$ cat config.mk
export PLATFORM = sky130hd
export DESIGN_NAME = ex_operand_stage
export DESIGN_NICKNAME = d
export VERILOG_FILES = /design/src/rtl/ex_operand_stage.sv
export SDC_FILE = /design/constraint.sdc
export NUM_CORES = 1
export LEC_CHECK = 0
export CAP_MARGIN = 10
export CORE_AREA = 2 2 154 156
export CTS_CLUSTER_DIAMETER = 120
export CTS_CLUSTER_SIZE = 24
export DETAILED_ROUTE_END_ITERATION = 16
export DIE_AREA = 0 0 156 158
export PLACE_DENSITY_LB_ADDON = 0.05
export SLEW_MARGIN = 20
export SYNTH_ARGS = -nofsm -noshare
export SYNTH_HDL_FRONTEND = slang
export SYNTH_SLANG_ARGS = --single-unit
$ cat constraint.sdc
create_clock -name clk -period 3.3 [get_ports clk]
set_input_delay 0.66 -clock clk [delete_from_list [all_inputs] [get_ports clk]]
set_output_delay 0.66 -clock clk [all_outputs]
set_load 0.03 [all_outputs]
$ cat src/rtl/ex_operand_stage.sv
// ID/EX pipeline register for the five-stage core: captures decoded ID fields, forwards
// operands from EX/MEM and MEM/WB, and inserts bubbles on load-use hazards and branch flush.
module ex_operand_stage #(
  parameter int unsigned XLEN   = 32,
  parameter int unsigned PERF_W = 16
) (
  input  logic              clk,
  input  logic              rst_n,
  input  logic              id_valid,
  input  logic [XLEN-1:0]   id_pc,
  input  logic [XLEN-1:0]   id_rs1_data,
  input  logic [XLEN-1:0]   id_rs2_data,
  input  logic [XLEN-1:0]   id_imm,
  input  logic [4:0]        id_rs1,
  input  logic [4:0]        id_rs2,
  input  logic [4:0]        id_rd,
  input  logic              id_use_rs1,
  input  logic              id_use_rs2,
  input  logic [2:0]        id_alu_ctrl,
  input  logic              id_alu_src_imm,
  input  logic              id_mem_read,
  input  logic              id_mem_write,
  input  logic              id_reg_write,
  input  logic              id_branch,
  input  logic              flush,
  input  logic              exmem_reg_write,
  input  logic [4:0]        exmem_rd,
  input  logic [XLEN-1:0]   exmem_result,
  input  logic              memwb_reg_write,
  input  logic [4:0]        memwb_rd,
  input  logic [XLEN-1:0]   memwb_data,
  output logic              stall_id,
  output logic              ex_valid,
  output logic [XLEN-1:0]   ex_pc,
  output logic [XLEN-1:0]   ex_alu_a,
  output logic [XLEN-1:0]   ex_alu_b,
  output logic [2:0]        ex_alu_ctrl,
  output logic [XLEN-1:0]   ex_store_data,
  output logic [4:0]        ex_rd,
  output logic              ex_mem_read,
  output logic              ex_mem_write,
  output logic              ex_reg_write,
  output logic              ex_branch,
  output logic [PERF_W-1:0] perf_bubbles
);

  logic              valid_q, valid_d;
  logic [XLEN-1:0]   pc_q, pc_d;
  logic [XLEN-1:0]   rs1_data_q, rs1_data_d;
  logic [XLEN-1:0]   rs2_data_q, rs2_data_d;
  logic [XLEN-1:0]   imm_q, imm_d;
  logic [4:0]        rs1_q, rs1_d;
  logic [4:0]        rs2_q, rs2_d;
  logic [4:0]        rd_q, rd_d;
  logic [2:0]        alu_ctrl_q, alu_ctrl_d;
  logic              src_imm_q, src_imm_d;
  logic              mem_read_q, mem_read_d;
  logic              mem_write_q, mem_write_d;
  logic              reg_write_q, reg_write_d;
  logic              branch_q, branch_d;
  logic [PERF_W-1:0] perf_q, perf_d;

  logic hz;
  logic [XLEN-1:0] fwd_rs1, fwd_rs2;

  // Load in EX whose result the ID instruction needs; x0 loads never stall.
  assign hz = valid_q & mem_read_q & (rd_q != 5'd0) & id_valid &
              ((id_use_rs1 & (id_rs1 == rd_q)) | (id_use_rs2 & (id_rs2 == rd_q)));

  assign stall_id = hz & ~flush;

  always_comb begin
    valid_d     = id_valid;
    pc_d        = id_pc;
    rs1_data_d  = id_rs1_data;
    rs2_data_d  = id_rs2_data;
    imm_d       = id_imm;
    rs1_d       = id_rs1;
    rs2_d       = id_rs2;
    rd_d        = id_rd;
    alu_ctrl_d  = id_alu_ctrl;
    src_imm_d   = id_alu_src_imm;
    mem_read_d  = id_mem_read & id_valid;
    mem_write_d = id_mem_write & id_valid;
    reg_write_d = id_reg_write & id_valid;
    branch_d    = id_branch & id_valid;
    if (flush || hz) begin
      valid_d     = 1'b0;
      rd_d        = 5'd0;
      alu_ctrl_d  = 3'b000;
      mem_read_d  = 1'b0;
      mem_write_d = 1'b0;
      reg_write_d = 1'b0;
      branch_d    = 1'b0;
    end
  end

  // Only hazard bubbles are counted; a flush takes precedence and is not.
  always_comb begin
    perf_d = perf_q;
    if (hz && !flush && (perf_q != {PERF_W{1'b1}})) begin
      perf_d = perf_q + PERF_W'(1);
    end
  end

  always_ff @(posedge clk or negedge rst_n) begin
    if (!rst_n) begin
      valid_q     <= 1'b0;
      pc_q        <= '0;
      rs1_data_q  <= '0;
      rs2_data_q  <= '0;
      imm_q       <= '0;
      rs1_q       <= 5'd0;
      rs2_q       <= 5'd0;
      rd_q        <= 5'd0;
      alu_ctrl_q  <= 3'b000;
      src_imm_q   <= 1'b0;
      mem_read_q  <= 1'b0;
      mem_write_q <= 1'b0;
      reg_write_q <= 1'b0;
      branch_q    <= 1'b0;
      perf_q      <= '0;
    end else begin
      valid_q     <= valid_d;
      pc_q        <= pc_d;
      rs1_data_q  <= rs1_data_d;
      rs2_data_q  <= rs2_data_d;
      imm_q       <= imm_d;
      rs1_q       <= rs1_d;
      rs2_q       <= rs2_d;
      rd_q        <= rd_d;
      alu_ctrl_q  <= alu_ctrl_d;
      src_imm_q   <= src_imm_d;
      mem_read_q  <= mem_read_d;
      mem_write_q <= mem_write_d;
      reg_write_q <= reg_write_d;
      branch_q    <= branch_d;
      perf_q      <= perf_d;
    end
  end

  function automatic logic [XLEN-1:0] fwd(input logic [4:0] idx, input logic [XLEN-1:0] rf);
    if (exmem_reg_write && (exmem_rd != 5'd0) && (exmem_rd == idx)) begin
      return exmem_result;
    end else if (memwb_reg_write && (memwb_rd != 5'd0) && (memwb_rd == idx)) begin
      return memwb_data;
    end
    return rf;
  endfunction

  always_comb begin
    fwd_rs1 = fwd(rs1_q, rs1_data_q);
    fwd_rs2 = fwd(rs2_q, rs2_data_q);
  end

  assign ex_valid      = valid_q;
  assign ex_pc         = pc_q;
  assign ex_alu_a      = fwd_rs1;
  assign ex_alu_b      = src_imm_q ? imm_q : fwd_rs2;
  assign ex_store_data = fwd_rs2;
  assign ex_alu_ctrl   = alu_ctrl_q;
  assign ex_rd         = rd_q;
  assign ex_mem_read   = mem_read_q;
  assign ex_mem_write  = mem_write_q;
  assign ex_reg_write  = reg_write_q;
  assign ex_branch     = branch_q;
  assign perf_bubbles  = perf_q;

endmodule

# Word-level counts from Yosys, hierarchy flattened
# Index checks and enable logic that the tools add are counted.
# Widths: inputs -> output; s select.
dict set report classes {
  addsub 1
  n_bitwise 13
  n_reduce_logical 13
  muxes 18
  n_eq_ne 7
}
# operator n
set ops {}
lappend ops {{$mux 32} 7}
lappend ops {{$eq 5x5->1} 6}
lappend ops {{$add 16x1->16 const B} 1}
lappend ops {{$ne 16x16->1 const B} 1}
lappend ops {{$reduce_bool 5->1} 3}
lappend ops {{$and 1x1->1} 11}
lappend ops {{$mux 1} 9}
lappend ops {{$logic_and 1x1->1} 8}
lappend ops {{$mux 5} 1}
lappend ops {{$mux 3} 1}
lappend ops {{$logic_not 1->1} 1}
lappend ops {{$logic_or 1x1->1} 1}
lappend ops {{$not 1->1} 1}
lappend ops {{$or 1x1->1} 1}
dict set report word_totals {
  output_inout_bits 158
  wordCells 67
  ff_bits 168
}

# Logic depth before layout (Yosys ltp)
dict set report depth {
  word_depth 7
  mapped_depth 7
  depth_no_buf 6
}

# Least setup slack after synthesis
# No wires, ideal clock.
dict set report synth_timing {
  path_kind {input-to-output}
  from {in memwb_rd[1]}
  to {out ex_alu_b[30]}
  n_path_buf 1
  t_arrival_ns 2.696
  path_slack_ns -0.056
  path_stages 6
  required_time_ns 2.640
  cell_sequence {or4_4 -> o211ai_4 -> buf_6 -> o21ai_1 -> a31oi_1 -> mux2_2}
}
dict set report synth_between {
  elab_chain_len 7
}
# item line
set synth_rtl {}
lappend synth_rtl {{start, declared} 30} ;# input logic [4:0] memwb_rd,
lappend synth_rtl {{$reduce_bool 5->1} 145} ;# end else if (memwb_reg_write && (memwb_rd != 5'd0) && (memwb_rd == idx)) begin
lappend synth_rtl {{$logic_and 1x1->1} 145}
lappend synth_rtl {{$logic_and 1x1->1 *} 145}
lappend synth_rtl {{$mux 1 *} 145}
lappend synth_rtl {{$mux 1 *} 143} ;# if (exmem_reg_write && (exmem_rd != 5'd0) && (exmem_rd == idx)) begin
lappend synth_rtl {{$mux 32 *} 148} ;# return rf;
lappend synth_rtl {{via ex_store_data[30]} 38} ;# output logic [XLEN-1:0] ex_store_data,
lappend synth_rtl {{$mux 32 *} 159} ;# assign ex_alu_b = src_imm_q ? imm_q : fwd_rs2;
lappend synth_rtl {{end, declared} 36} ;# output logic [XLEN-1:0] ex_alu_b,
# Mark *: on every way through the listed nets, which the timed path passes. The rest lies on a longest branch.

# Final worst setup path
dict set report layout_timing {
  from {in memwb_rd[3]}
  to {out ex_alu_b[23]}
}
dict set report layout_between {
  elab_chain_len 7
}
# item line
set layout_rtl {}
lappend layout_rtl {{$reduce_bool 5->1} 145}
lappend layout_rtl {{$logic_and 1x1->1} 145}
lappend layout_rtl {{$logic_and 1x1->1 *} 145}
lappend layout_rtl {{$mux 1 *} 145}
lappend layout_rtl {{$mux 1 *} 143}
lappend layout_rtl {{$mux 32 *} 148}
lappend layout_rtl {{$mux 32 *} 159}
# Every way passes the cells marked *; elsewhere a longest branch is shown, timed or not.

==> insert_results.sql <==
INSERT INTO impl_metrics (metric_group, metric, value, unit) VALUES
('synth', 'post_synth.cell_area_avg', '12.0', 'um2'),
('hold_path', 'min-delay-path-class', 'in2async', ''),
('synth', 'netlist_instances', '630', ''),
('pwr', 'share_clk_of_total_power', '0.361', ''),
('cells_and_area', 'drive_gt1_frac', '0.298', ''),
('critical_path', 'setup.worst_path.start_class', 'primary input', ''),
('floorplan', 'floorplan.initialDensity', '0.327', ''),
('timing', 'hold_viol_final', '0', ''),
('timing', 'fmax', '308', 'MHz'),
('global_routing', 'grt_first_pass_wirelength', '40400', 'um'),
('floorplan', 'num_io_pins', '391', ''),
('synth', 'synthMuxAreaShare', '0.0902', ''),
('critical_path', 'critical_path.n_buffers_inverters', '5', ''),
('clock_tree', 'clock_tree.buffer_depth', '2', ''),
('synth', 'synthDistinctLibCells', '42', ''),
('pwr', 'power_density', '416', 'nW/um2'),
('flow_run', 'drv_cap', '0', ''),
('floorplan', 'vertical_extent_of_the_die', '158', 'um'),
('floorplan', 'design.die.area', '24600', 'um2'),
('global_routing', 'use_met3', '0.0641', ''),
('synth', 'syn-num-nets', '864', ''),
('critical_path', 'ff2ff_path_depth', '5', ''),
('clock_tree', 'clock_sinks', '168', ''),
('floorplan', 'die_width', '156', 'um'),
('cells_and_area', 'nets', '1312', ''),
('synth', 'yosysTopAreaCell', 'sky130_fd_sc_hd__dfrtp_1', ''),
('synth', 'synth-warning-count', '0', ''),
('global_routing', 'grt_max_degree', '72', ''),
('global_routing', 'antenna_found_initial', '4', ''),
('detailed_routing', 'dr.pass1.iters', '4', ''),
('detailed_routing', 'route.detailed.wl_per_inst', '19.9', 'um'),
('critical_path', 'worstSetupPathDepth', '10', ''),
('pwr', 'power.share.switching', '0.299', ''),
('timing', 'final_max_slew_viol_count', '0', ''),
('synth', 'synth.top_cells.by_area', 'sky130_fd_sc_hd__dfrtp_1 56%, sky130_fd_sc_hd__a31oi_4 5.6%, sky130_fd_sc_hd__mux2_2 4.8%, sky130_fd_sc_hd__xnor2_1 4.6%, sky130_fd_sc_hd__mux2i_1 4.2%', ''),
('pwr', 'ir_worst_vdd', '0.230', 'mV'),
('timing', 'final_period_minus_worst_setup_slack', '3250', 'ps'),
('synth', 'synthDominantCellAreaShare', '0.557', ''),
('synth', 'synth_compound_gate_area_share', '0.129', ''),
('cells_and_area', 'utilization', '0.579', ''),
('clock_tree', 'clock_insertion_delay_worst_skew', '430', 'ps'),
('detailed_routing', 'drt_first_iter_violations', '224', ''),
('clock_tree', 'hold_buffers', '0', ''),
('critical_path', 'cp_slowest_cell', 'sky130_fd_sc_hd__or4_4', ''),
('critical_path', 'worst-endpoint-arrival', '2590', 'ps'),
('placed_design', 'post-dp-hpwl', '19400', 'um'),
('timing', 'fin_ws', '48.5', 'ps'),
('synth', 'post_synth_simple_gate_area', '0.121', ''),
('critical_path', 'worstPathCellList', 'buf_2, or4_4, o211ai_4, buf_6, buf_12, buf_16, o21ai_1, a31oi_4, mux2_4, buf_6', ''),
('global_routing', 'grt_use_total', '0.221', ''),
('clock_tree', 'cts.reportedPaths.clkPinSlew', '80', 'ps'),
('synth', 'synth_top_family_by_area', 'compound AO/OA/AOI/OAI gates', ''),
('global_routing', 'grt.overflow.total', '0', ''),
('synth', 'post_synth_design_cell_area', '7540', 'um2'),
('detailed_routing', 'antenna_left', '0', ''),
('critical_path', 'path_class', 'in2out', ''),
('cells_and_area', 'layout.cells.most_common_list', '282 x sky130_fd_sc_hd__clkdlybuf4s50_1, 167 x sky130_fd_sc_hd__dfrtp_1, 115 x sky130_fd_sc_hd__buf_4, 41 x sky130_fd_sc_hd__nor2_1, 37 x sky130_fd_sc_hd__xnor2_1', ''),
('run_status', 'run_status', 'complete, no violations', ''),
('pwr', 'power_report.internal_total', '3.90', 'mW'),
('placed_design', 'portBuffers', '390', ''),
('timing', 'finalSetupViolations', '0', ''),
('critical_path', 'critPathMaxStageDelay', '560', 'ps'),
('detailed_routing', 'vias_per_cell', '4.75', ''),
('cells_and_area', 'area_growth', '77.0', '%'),
('clock_tree', 'tritoncts', 'yes', ''),
('global_routing', 'grt_use_met1', '0.251', ''),
('pwr', 'seq_power_share', '0.396', ''),
('clock_tree', 'cts.htree.levels', '4', ''),
('timing', 'clock-skew-final', '10.1', 'ps'),
('detailed_routing', 'detail_route.drc_violations', '0', ''),
('pwr', 'p_leak', '5.52', 'nW');
through the flow:
step,area (um2),power (mW),hold WS [ps],cells
3_5_place_dp,12100,3.47,497,1332
3_3_place_gp,12100,3.46,496,1332
6_report,13400,5.55,250,1384
2_1_floorplan,7550,2.75,364,630
4_1_cts,13400,5.64,278,1382
5_1_grt,13400,5.79,291,1383
power groups by stage:
stage / registers [mW] / clock network, mW / logic [mW]
2_1_floorplan: 2.27 / 0 / 0.474
3_3_place_gp: 2.23 / 0 / 1.23
3_5_place_dp: 2.23 / 0 / 1.24
4_1_cts: 2.20 / 2.06 / 1.38
5_1_grt: 2.21 / 2.16 / 1.42
6_report: 2.20 / 2.01 / 1.35
what timing repair did:
action | 4_1_cts | 5_1_grt
cloned | 7 | 0
endpoints found under the setup margin | 96 | 31
resized for setup | 117 | 8
buffers inserted | 11 | 1
pin swaps | 13 | 8
worst paths after layout:
kind | from | end | slack (ps)
worst min register to register | perf_bubbles[10] | perf_bubbles[10] | 510
worst max-delay path | memwb_rd[3] | ex_alu_b[23] | 50
max in group asynchronous | rst_n | rs2_data_q[25] | 2310
worst min-delay path | rst_n | imm_q[14] | 250
worst max register to register | ex_rd[1] | ex_mem_read | 930
min in group clk | perf_bubbles[10] | perf_bubbles[10] | 510
cells in the mapped netlist (all sizes together):
| cell | number |
|---|---|
| a21oi | 35 |
| a31oi | 32 |
| and2 | 10 |
| and3 | 4 |
| buf | 21 |
| clkbuf | 19 |
| dfrtp | 168 |
| ha | 1 |
| inv | 33 |
| mux2 | 32 |
| mux2i | 32 |
| nand2 | 10 |
| nand2b | 1 |
| nand3 | 18 |
| nand4 | 9 |
| nor2 | 41 |
| nor3 | 36 |
| nor3b | 1 |
| nor4 | 5 |
| nor4b | 1 |
| o2111ai | 1 |
| o211ai | 2 |
| o21ai | 33 |
| o22ai | 1 |
| o311a | 1 |
| o31ai | 1 |
| or2 | 3 |
| or3 | 31 |
| or4 | 4 |
| xnor2 | 40 |
| xor2 | 4 |
registers in the layout, indices dropped and copies added (netlist names):
register / flops
ex_alu_ctrl: 3
ex_branch: 1
ex_mem_read: 1
ex_mem_write: 1
ex_pc: 32
ex_rd: 5
ex_reg_write: 1
ex_valid: 1
imm_q: 32
perf_bubbles: 16
rs1_data_q: 32
rs1_q: 5
rs2_data_q: 32
rs2_q: 5
src_imm_q: 1
area by class of cell:
cell class                 instances  area, um2
timing repair buffer             469       4770
clock buffer                      18        439
clock inverter                    14        149
antenna                            3       7.51
multi-input combinational        389       3300
inverter                          33        124
sequential                       168       4210
fill                            1986       9700
tap                              290        363
routing by layer:
layer | share of wire | up-vias
li1 | - | 3099
met1 | 0.39 | 3195
met3 | 0.075 | 34
met5 | 0.00058 | -
met2 | 0.52 | 248
met4 | 0.021 | 2
kinds of logic (layout without fill, tap and decap cells):
family,after synthesis,in the layout
and+or+nand+nor,174,174
DFF,168,168
AOI/OAI and AO/OA,106,106
buffers and inverters,73,534
muxes,64,64
xor gates and xnor gates,44,44
adders and majority gates,1,1
other,0,3
Power figures use the tool's default switching activity.
